===== src/rtl/sd_sched_pkg.sv =====
// sd_sched_pkg: shared definitions for the SD-card SPI bus scheduler.
//   sched_state_t : scheduler FSM states
//   GRANT_*       : bus owner codes driven on sd_bus_sched.grant
//   *_DEF         : default cycle constants and counter width
package sd_sched_pkg;

  typedef enum logic [2:0] {
    ST_PWRUP,
    ST_INIT,
    ST_IDLE,
    ST_WR,
    ST_RD,
    ST_REARM,
    ST_DUMMY
  } sched_state_t;

  localparam logic [1:0] GRANT_NONE = 2'b00;
  localparam logic [1:0] GRANT_INIT = 2'b01;
  localparam logic [1:0] GRANT_WR   = 2'b10;
  localparam logic [1:0] GRANT_RD   = 2'b11;

  localparam int unsigned PWRUP_CYC_DEF   = 80;
  localparam int unsigned DUMMY_CYC_DEF   = 8;
  localparam int unsigned TIMEOUT_CYC_DEF = 65535;
  localparam int unsigned CNT_W_DEF       = 17;

endpackage


===== src/rtl/sd_sched_dncnt.sv =====
// sd_sched_dncnt: loadable down-counter that saturates at zero.
//   clk      in  counter clock (updates on the falling edge)
//   rst_n    in  asynchronous active-low reset, loads RST_VAL
//   load     in  load load_val (has priority over dec)
//   load_val in  value to load
//   dec      in  decrement by one unless already zero
//   zero     out count is zero
//   last     out count is one (the next decrement reaches zero)
module sd_sched_dncnt #(
  parameter int unsigned            CNT_W   = 17,
  parameter logic [CNT_W-1:0]       RST_VAL = '0
) (
  input  logic             clk,
  input  logic             rst_n,
  input  logic             load,
  input  logic [CNT_W-1:0] load_val,
  input  logic             dec,
  output logic             zero,
  output logic             last
);

  localparam logic [CNT_W-1:0] ONE = CNT_W'(1);

  logic [CNT_W-1:0] cnt;

  always_ff @(negedge clk or negedge rst_n) begin
    if (!rst_n) begin
      cnt <= RST_VAL;
    end else if (load) begin
      cnt <= load_val;
    end else if (dec && (cnt != '0)) begin
      cnt <= cnt - ONE;
    end
  end

  assign zero = (cnt == '0);
  assign last = (cnt == ONE);

endmodule


===== src/rtl/sd_bus_sched.sv =====
// sd_bus_sched: owns the SD-card SPI pins. Power-up dummy clocks, then the
// init engine, then single-block read/write arbitration with re-arm, dummy
// gap and timeout per transfer. All state changes on the falling sd_clk edge.
//   sd_clk, rst_n                       clock, async active-low reset
//   sd_csn, sd_mosi                     card pins, muxed from grant (idle = 1)
//   init_start/init_done/init_csn/init_mosi   init engine handshake and pins
//   wr_seq/wr_ok/wr_csn/wr_mosi/wr_eng_rst_n  write engine handshake and pins
//   rd_seq/rd_ok/rd_csn/rd_mosi/rd_eng_rst_n  read engine handshake and pins
//   wr_req, rd_req                      user requests (levels)
//   ready, done, err                    idle flag, success / timeout pulses
//   grant                               00 none, 01 init, 10 wr, 11 rd
// Build option: define SD_SCHED_RR_EN for round-robin tie breaking;
// otherwise read wins every tie.
module sd_bus_sched
  import sd_sched_pkg::*;
#(
  parameter int unsigned PWRUP_CYC   = PWRUP_CYC_DEF,
  parameter int unsigned DUMMY_CYC   = DUMMY_CYC_DEF,
  parameter int unsigned TIMEOUT_CYC = TIMEOUT_CYC_DEF,
  parameter int unsigned CNT_W       = CNT_W_DEF
) (
  input  logic       sd_clk,
  input  logic       rst_n,
  output logic       sd_csn,
  output logic       sd_mosi,
  output logic       init_start,
  input  logic       init_done,
  input  logic       init_csn,
  input  logic       init_mosi,
  output logic       wr_seq,
  input  logic       wr_ok,
  input  logic       wr_csn,
  input  logic       wr_mosi,
  output logic       wr_eng_rst_n,
  output logic       rd_seq,
  input  logic       rd_ok,
  input  logic       rd_csn,
  input  logic       rd_mosi,
  output logic       rd_eng_rst_n,
  input  logic       wr_req,
  input  logic       rd_req,
  output logic       ready,
  output logic       done,
  output logic       err,
  output logic [1:0] grant
);

  localparam logic [CNT_W-1:0] PWRUP_V   = CNT_W'(PWRUP_CYC);
  localparam logic [CNT_W-1:0] DUMMY_V   = CNT_W'(DUMMY_CYC);
  localparam logic [CNT_W-1:0] TIMEOUT_V = CNT_W'(TIMEOUT_CYC);

  sched_state_t     state;
  logic             wr_ok_q, rd_ok_q;
  logic             cnt_load, cnt_dec;
  logic [CNT_W-1:0] cnt_val;
  logic             cnt_zero, cnt_last, expired;
  logic             ok_rise, pick_wr, pick_rd;
`ifdef SD_SCHED_RR_EN
  logic             last_grant;  // 1: read was served last
`endif

  sd_sched_dncnt #(
    .CNT_W   (CNT_W),
    .RST_VAL (PWRUP_V)
  ) u_cnt (
    .clk      (sd_clk),
    .rst_n    (rst_n),
    .load     (cnt_load),
    .load_val (cnt_val),
    .dec      (cnt_dec),
    .zero     (cnt_zero),
    .last     (cnt_last)
  );

  // A timed phase ends on the edge where the count reaches zero, so a load
  // of N gives exactly N cycles; zero also covers a load of 0.
  assign expired = cnt_zero | cnt_last;

  always_comb begin
    ok_rise = (state == ST_RD) ? (rd_ok & ~rd_ok_q) : (wr_ok & ~wr_ok_q);
`ifdef SD_SCHED_RR_EN
    pick_rd = rd_req & (~wr_req | ~last_grant);
`else
    pick_rd = rd_req;
`endif
    pick_wr = wr_req & ~pick_rd;
  end

  always_comb begin
    cnt_load = 1'b0;
    cnt_val  = '0;
    cnt_dec  = 1'b0;
    case (state)
      ST_PWRUP, ST_DUMMY, ST_WR, ST_RD: cnt_dec = 1'b1;
      ST_INIT: begin
        cnt_load = init_done;
        cnt_val  = DUMMY_V;
      end
      ST_IDLE: begin
        cnt_load = wr_req | rd_req;
        cnt_val  = TIMEOUT_V;
      end
      ST_REARM: begin
        cnt_load = 1'b1;
        cnt_val  = DUMMY_V;
      end
      default: ;
    endcase
  end

  always_ff @(negedge sd_clk or negedge rst_n) begin
    if (!rst_n) begin
      state        <= ST_PWRUP;
      grant        <= GRANT_NONE;
      init_start   <= 1'b0;
      wr_seq       <= 1'b0;
      rd_seq       <= 1'b0;
      wr_eng_rst_n <= 1'b1;
      rd_eng_rst_n <= 1'b1;
      ready        <= 1'b0;
      done         <= 1'b0;
      err          <= 1'b0;
      wr_ok_q      <= 1'b0;
      rd_ok_q      <= 1'b0;
`ifdef SD_SCHED_RR_EN
      last_grant   <= 1'b1;
`endif
    end else begin
      wr_seq       <= 1'b0;
      rd_seq       <= 1'b0;
      wr_eng_rst_n <= 1'b1;
      rd_eng_rst_n <= 1'b1;
      done         <= 1'b0;
      err          <= 1'b0;
      wr_ok_q      <= wr_ok;
      rd_ok_q      <= rd_ok;
      case (state)
        ST_PWRUP: begin
          if (expired) begin
            state      <= ST_INIT;
            grant      <= GRANT_INIT;
            init_start <= 1'b1;
          end
        end
        ST_INIT: begin
          if (init_done) begin
            state      <= ST_DUMMY;
            grant      <= GRANT_NONE;
            init_start <= 1'b0;
          end
        end
        ST_IDLE: begin
          if (pick_wr) begin
            state  <= ST_WR;
            grant  <= GRANT_WR;
            wr_seq <= 1'b1;
            ready  <= 1'b0;
          end else if (pick_rd) begin
            state  <= ST_RD;
            grant  <= GRANT_RD;
            rd_seq <= 1'b1;
            ready  <= 1'b0;
          end
        end
        ST_WR, ST_RD: begin
          if (ok_rise || expired) begin
            done  <= ok_rise;
            err   <= ~ok_rise;
            state <= ST_REARM;
            grant <= GRANT_NONE;
            if (state == ST_RD) rd_eng_rst_n <= 1'b0;
            else                wr_eng_rst_n <= 1'b0;
`ifdef SD_SCHED_RR_EN
            last_grant <= (state == ST_RD);
`endif
          end
        end
        ST_REARM: state <= ST_DUMMY;
        ST_DUMMY: begin
          if (expired) begin
            state <= ST_IDLE;
            ready <= 1'b1;
          end
        end
        default: state <= ST_PWRUP;
      endcase
    end
  end

  always_comb begin
    sd_csn  = 1'b1;
    sd_mosi = 1'b1;
    case (grant)
      GRANT_INIT: begin sd_csn = init_csn; sd_mosi = init_mosi; end
      GRANT_WR:   begin sd_csn = wr_csn;   sd_mosi = wr_mosi;   end
      GRANT_RD:   begin sd_csn = rd_csn;   sd_mosi = rd_mosi;   end
      default: ;
    endcase
  end

endmodule

===== config.mk =====
export PLATFORM = sky130hd
export DESIGN_NAME = sd_bus_sched
export DESIGN_NICKNAME = d
export VERILOG_FILES = /design/src/rtl/sd_sched_pkg.sv /design/src/rtl/sd_sched_dncnt.sv /design/src/rtl/sd_bus_sched.sv
export SDC_FILE = /design/constraint.sdc
export NUM_CORES = 1
export LEC_CHECK = 0
export CAP_MARGIN = 10
export CELL_PAD_IN_SITES_DETAIL_PLACEMENT = 0
export CELL_PAD_IN_SITES_GLOBAL_PLACEMENT = 1
export CORE_MARGIN = 10
export CORE_UTILIZATION = 51
export CTS_CLUSTER_SIZE = 40
export DETAILED_ROUTE_END_ITERATION = 12
export DONT_BUFFER_PORTS = 1
export GPL_TIMING_DRIVEN = 0
export PLACE_DENSITY = 0.89
export SLEW_MARGIN = 20
export SYNTH_ARGS = -nofsm -noshare
export SYNTH_HDL_FRONTEND = slang
export SYNTH_SLANG_ARGS = --single-unit

===== constraint.sdc =====
create_clock -name sd_clk -period 4.56 [get_ports sd_clk]
set_input_delay 1.368 -clock sd_clk [delete_from_list [all_inputs] [get_ports sd_clk]]
set_output_delay 1.368 -clock sd_clk [all_outputs]
set_load 0.005 [all_outputs]

# ---- Word level (Yosys, flattened, before mapping)
# Cells that the tools add are included.
dict set report word_totals {
  ramBits 0
  mem_bits_ro 0
  mem_count 0
  input_bits 13
  out_inout_bits 12
  latchBits 0
  elab_cells 96
  register_bits 32
}
dict set report op_classes {
  muxes 42
  mul 0
  n_eq_ne 15
  n_addsub 1
  n_reduce_logical 16
  magnitude_cmp 0
  n_shift 0
  n_div 0
  n_bitwise 9
}
# cell n
set op_table {}
lappend op_table {{$mux W17} 2}
lappend op_table {{$pmux W16 S2} 1}
lappend op_table {{$mux W1} 21}
lappend op_table {{$mux W3} 6}
lappend op_table {{$pmux W3 S6} 1}
lappend op_table {{$eq A17 B1 Y1 const B} 1}
lappend op_table {{$logic_not A17 Y1} 1}
lappend op_table {{$reduce_bool A17 Y1} 1}
lappend op_table {{$sub A17 B1 Y17 const B} 1}
lappend op_table {{$mux W2} 5}
lappend op_table {{$reduce_and A5 Y1} 2}
lappend op_table {{$eq A3 B3 Y1 const B} 3}
lappend op_table {{$pmux W1 S3} 3}
lappend op_table {{$ne A2 B2 Y1 const B} 4}
lappend op_table {{$pmux W2 S4} 1}
lappend op_table {{$eq A3 B2 Y1 const B} 2}
lappend op_table {{$reduce_and A3 Y1} 2}
lappend op_table {{$reduce_bool A2 Y1} 3}
lappend op_table {{$eq A2 B2 Y1 const B} 2}
lappend op_table {{$not A1 Y1} 4}
lappend op_table {{$pmux W1 S2} 2}
lappend op_table {{$reduce_bool A4 Y1} 1}
lappend op_table {{$reduce_or A2 Y1} 2}
lappend op_table {{$reduce_or A4 Y1} 1}
lappend op_table {{8 further kinds} 11}

# ---- Longest topological paths before layout
dict set report logic_depth {
  word_depth 6
  mapped_depth 7
  ltp_nobuf 6
}

# ---- Cells and area by module
# A second synthesis with hierarchy kept.
dict set report hier_totals {
  cells_unflattened 223
  area_unflattened_um2 1929.4
}
# module cells_each n_inst area_each_um2 seq_area_each_um2
set by_module_without_submodules {}
lappend by_module_without_submodules {sd_sched_dncnt 129 1 1094.8 427.9}
lappend by_module_without_submodules {sd_bus_sched 94 1 834.6 377.9}

==> results.md <==
- The CTS buffer count is 5.
- At the later pin of the worst-skew pair, clock insertion delay measures 0.38 ns.
- The effective utilization at floorplan is 0.5385.
- The top cell type's share of synthesized area is 0.3810.
- Row generation in the floorplan step produced 21 rows.
- The HPWL after detailed placement is 3.198 mm.
- STA classifies the critical path endpoint as an output pin.
- The number of cells on the worst reg-to-reg path is 7.
- The post-synthesis register bit count is 32.
- Setup violations remaining at the end of the flow were counted as 2.
- The cell type contributing the most total cell area after synthesis is dfrtn_1.
- The Yosys warning count is 0.
- The global-route wire length before repair is 7.534 mm.
- The H-tree depth reported by CTS is 2.
- The post-detailed-route via-to-cell ratio is 6.200.
- The number of global-route vias before repair is 1562.
- TritonCTS built the clock tree.
- Counting instances, the worst hold path has a depth of 1.
- Clock-pin slew was measured on the worst setup and hold paths at 0.07 ns.
- Headroom to the max-slew limit came out at 0.6152.
- Setup repair after global routing could not meet its margin everywhere.
- The count of flip-flops with a built-in enable after synthesis is 0.
- The setup TNS after final layout is -0.6121 ns.
- In this run the critical register-to-register path is launched from u_cnt.cnt[9]$_DFFE_NN0P_.
- The worst supply voltage drop on vdd is 0.0002577 V.
- Ranked by total cell area, the synthesized netlist is headed by dfrtn_1 (38%), dfstp_2 (5.7%), o211ai_1 (5.3%), nor2_1 (3.9%), o21ai_0 (3.8%).
- Among all flip-flop cells after synthesis, the most frequent one is dfrtn_1.
- The critical hold path startpoint is ready$_DFFE_NN0P_.
- The die area is 6409 um2.
- The cell at the root of the clock tree is clkbuf_4.
- The x dimension of the die is 80.06 um.
- For this design, the sink count on the clock tree is 32.
- The power density relative to cell area is 556.1 nW/um2.
- The floorplan step set the die height to 80.06 um.
- The count of endpoints failing hold in the final timing report is 0.
- The checks that failed: negative setup slack.
- For this run, the register share of the synthesized area comes to 0.4381.
- The pin count of the biggest net entering global routing is 33.
- The detailed-router iteration count before antenna repair is 4.
- The post-synthesis instance area is 1839 um2.
- The weighted congestion at the end of routability-driven global placement is 0.8490.
- The initial antenna violation count is 0.
- The number of nets in the synthesized netlist is 219.
- The worst setup path is of the reg -> out kind.
- For the worst setup path, the data required time is 3.19 ns.
- The final-report max-slew violation count is 0.
- The number of top-level pins is 25.
- The total area inside the core boundary comes to 3416 um2.
- The area growth from synthesis to layout is 8.503%.
- In this run the mean area of a mapped cell was 9.060 um2.
- Yosys instantiated no cell more often than dfrtn_1.
- The number of nets in the layout is 229.
- The worst path arrival time is 3.52 ns.
- The tightest hold path in the finished design has a slack of 0.4880 ns.
- The synthesized instance count is 203.
- The fraction of synthesis flops using an asynchronous set or reset pin is 1.000.
- Port buffering added 0 buffers.
- The worst-case setup margin in the final layout is -0.3238 ns.
- Of the cells placed in the final design, the portion with a size suffix greater than 1 is 0.1168.
- The longest clock path from root to sink contains 2 buffers.
- Dividing the detail-routed wire length by the instance count gives 16.60 um.
- Sorting the synthesized cells by how often they occur yields dfrtn_1 (28), nor2_1 (19), nand2_1 (18).
- The biggest fanout along the worst timing path is 6.
- The count of unique library cells instantiated by Yosys is 44.
- Across the run, the number of max-cap violations was 0.
- The number of remaining DRC errors is 0.
- The initial detailed-routing violation count is 164.
- The origin of the worst setup path is grant[0]$_DFFE_NN0P_.
- The final layout contains routed wiring with a total length of 4.316 mm.
- The setup slack at placement is -0.2029 ns.
- The type of the worst min-delay path is reg -> reg.
- The final antenna diode count is 0.
- The analysis attributes to cell leakage a power of 0.8104 nW.
- The sort of element at the start of the critical path is a flip-flop.
- The transition time of the tightest slew-check pin is 0.5751 ns.
- The detailed router placed 1612 vias in this run.
- Clock skew on the completed layout was measured at 0.05810 ns.
- The count of nets left with antenna violations once routing finished came out at 0.
- Once the clock tree was built, the resizer swapped 0 gates to a different size.
- The register-to-register setup slack is 2.03 ns.
- Counting the fill cells in the layout gives 312.
- In the global route stage, overall resource usage came out at 0.1452.
- The total overflow left after global routing is 0.
- The flow ran to the end, but the final reports show violations.
[stage by stage]
stage | cell area (um2) | utilization | total power [W] | instances
2_1_floorplan | 1862 | - | 0.0008224 | 203
3_3_place_gp | 1919 | 0.5619 | 0.0009112 | 249
3_5_place_dp | 1919 | 0.5619 | 0.0009292 | 249
4_1_cts | 1996 | 0.5842 | 0.001114 | 260
5_1_grt | 1996 | 0.5842 | 0.001216 | 260
6_report | 1996 | 0.5842 | 0.001110 | 260
[where the power goes]
group / internal, W / leakage, nW / switching [W] / total [W]
clock: 0.0000796 / 0.0595 / 0.000111 / 0.000190
combinational: 0.000194 / 0.386 / 0.000269 / 0.000463
sequential: 0.000377 / 0.365 / 0.0000796 / 0.000456
total: 0.000651 / 0.810 / 0.000459 / 0.00111
[state kept, by name (all words and copies together), names as in the netlist]
signal,flops
state,3
done,1
rd_ok_q,1
rd_eng_rst_n,1
wr_eng_rst_n,1
err,1
grant,2
init_start,1
ready,1
wr_seq,1
u_cnt.cnt,17
wr_ok_q,1
rd_seq,1
[what timing repair did]
item	in CTS	in global routing
pin swaps	2	0
hold endpoints to repair	0	0
endpoints found under the setup margin	3	5
setup buffers	0	0
hold buffers	0	0
[final timing paths]
path                                          end
setup / recovery                           sd_csn
hold / removal                  ready$_DFFE_NN0P_
setup reg to reg             grant[0]$_DFFE_NN0P_
hold reg to reg                 ready$_DFFE_NN0P_
max in group asynchronous  rd_eng_rst_n$_DFF_NN1_
min in group asynchronous        wr_seq$_DFF_NN0_
[routing by layer]
layer  track usage  vias up  routed length [um]  part of all wire
met5             0        -                   0                 0
met4       0.05810        0                  64             0.015
met3       0.03898        8                 203             0.047
met2        0.2464       37                2198              0.51
met1        0.1690      785                1849              0.43
li1              -      782                   -                 -
[layout make-up]
class / count / area, um2 / share of cell area
Clock buffer: 6 / 51.30 / 0.02571
Tap cell: 46 / 57.56 / 0.02884
Multi-Input combinational cell: 154 / 962.2 / 0.4821
Sequential cell: 32 / 805.8 / 0.4038
Buffer: 10 / 67.56 / 0.03386
Clock inverter: 6 / 28.78 / 0.01442
Inverter: 6 / 22.52 / 0.01129
[cells by family after synthesis]
family / count (synthesis) / share of synthesized area
mux: 3 / 0.01701
fa+ha+maj: 3 / 0.02041
buf+inv: 17 / 0.04014
compound gates: 61 / 0.2299
xor+xnor: 4 / 0.01905
simple gates: 83 / 0.2354
flops: 32 / 0.4381
[critical path, stage by stage, from the launching register on]
cell     delay (ns)
dfrtn_1        0.56
mux2i_1        0.24
a21oi_1        0.11
[cells in the final DEF, fill, tap and decap left out, types with 5 or more instances in the layout]
cell      instances
o21ai_0          14
o211ai_1         13
clkbuf_1          5
or4_1             9
inv_1            10
nor2_1           19
nand3_1           9
a31oi_1           7
clkbuf_4          5
or3_1             5
dfrtn_1          28
a21oi_1           6
nand2_1          18
Power figures use the tool's default switching activity.
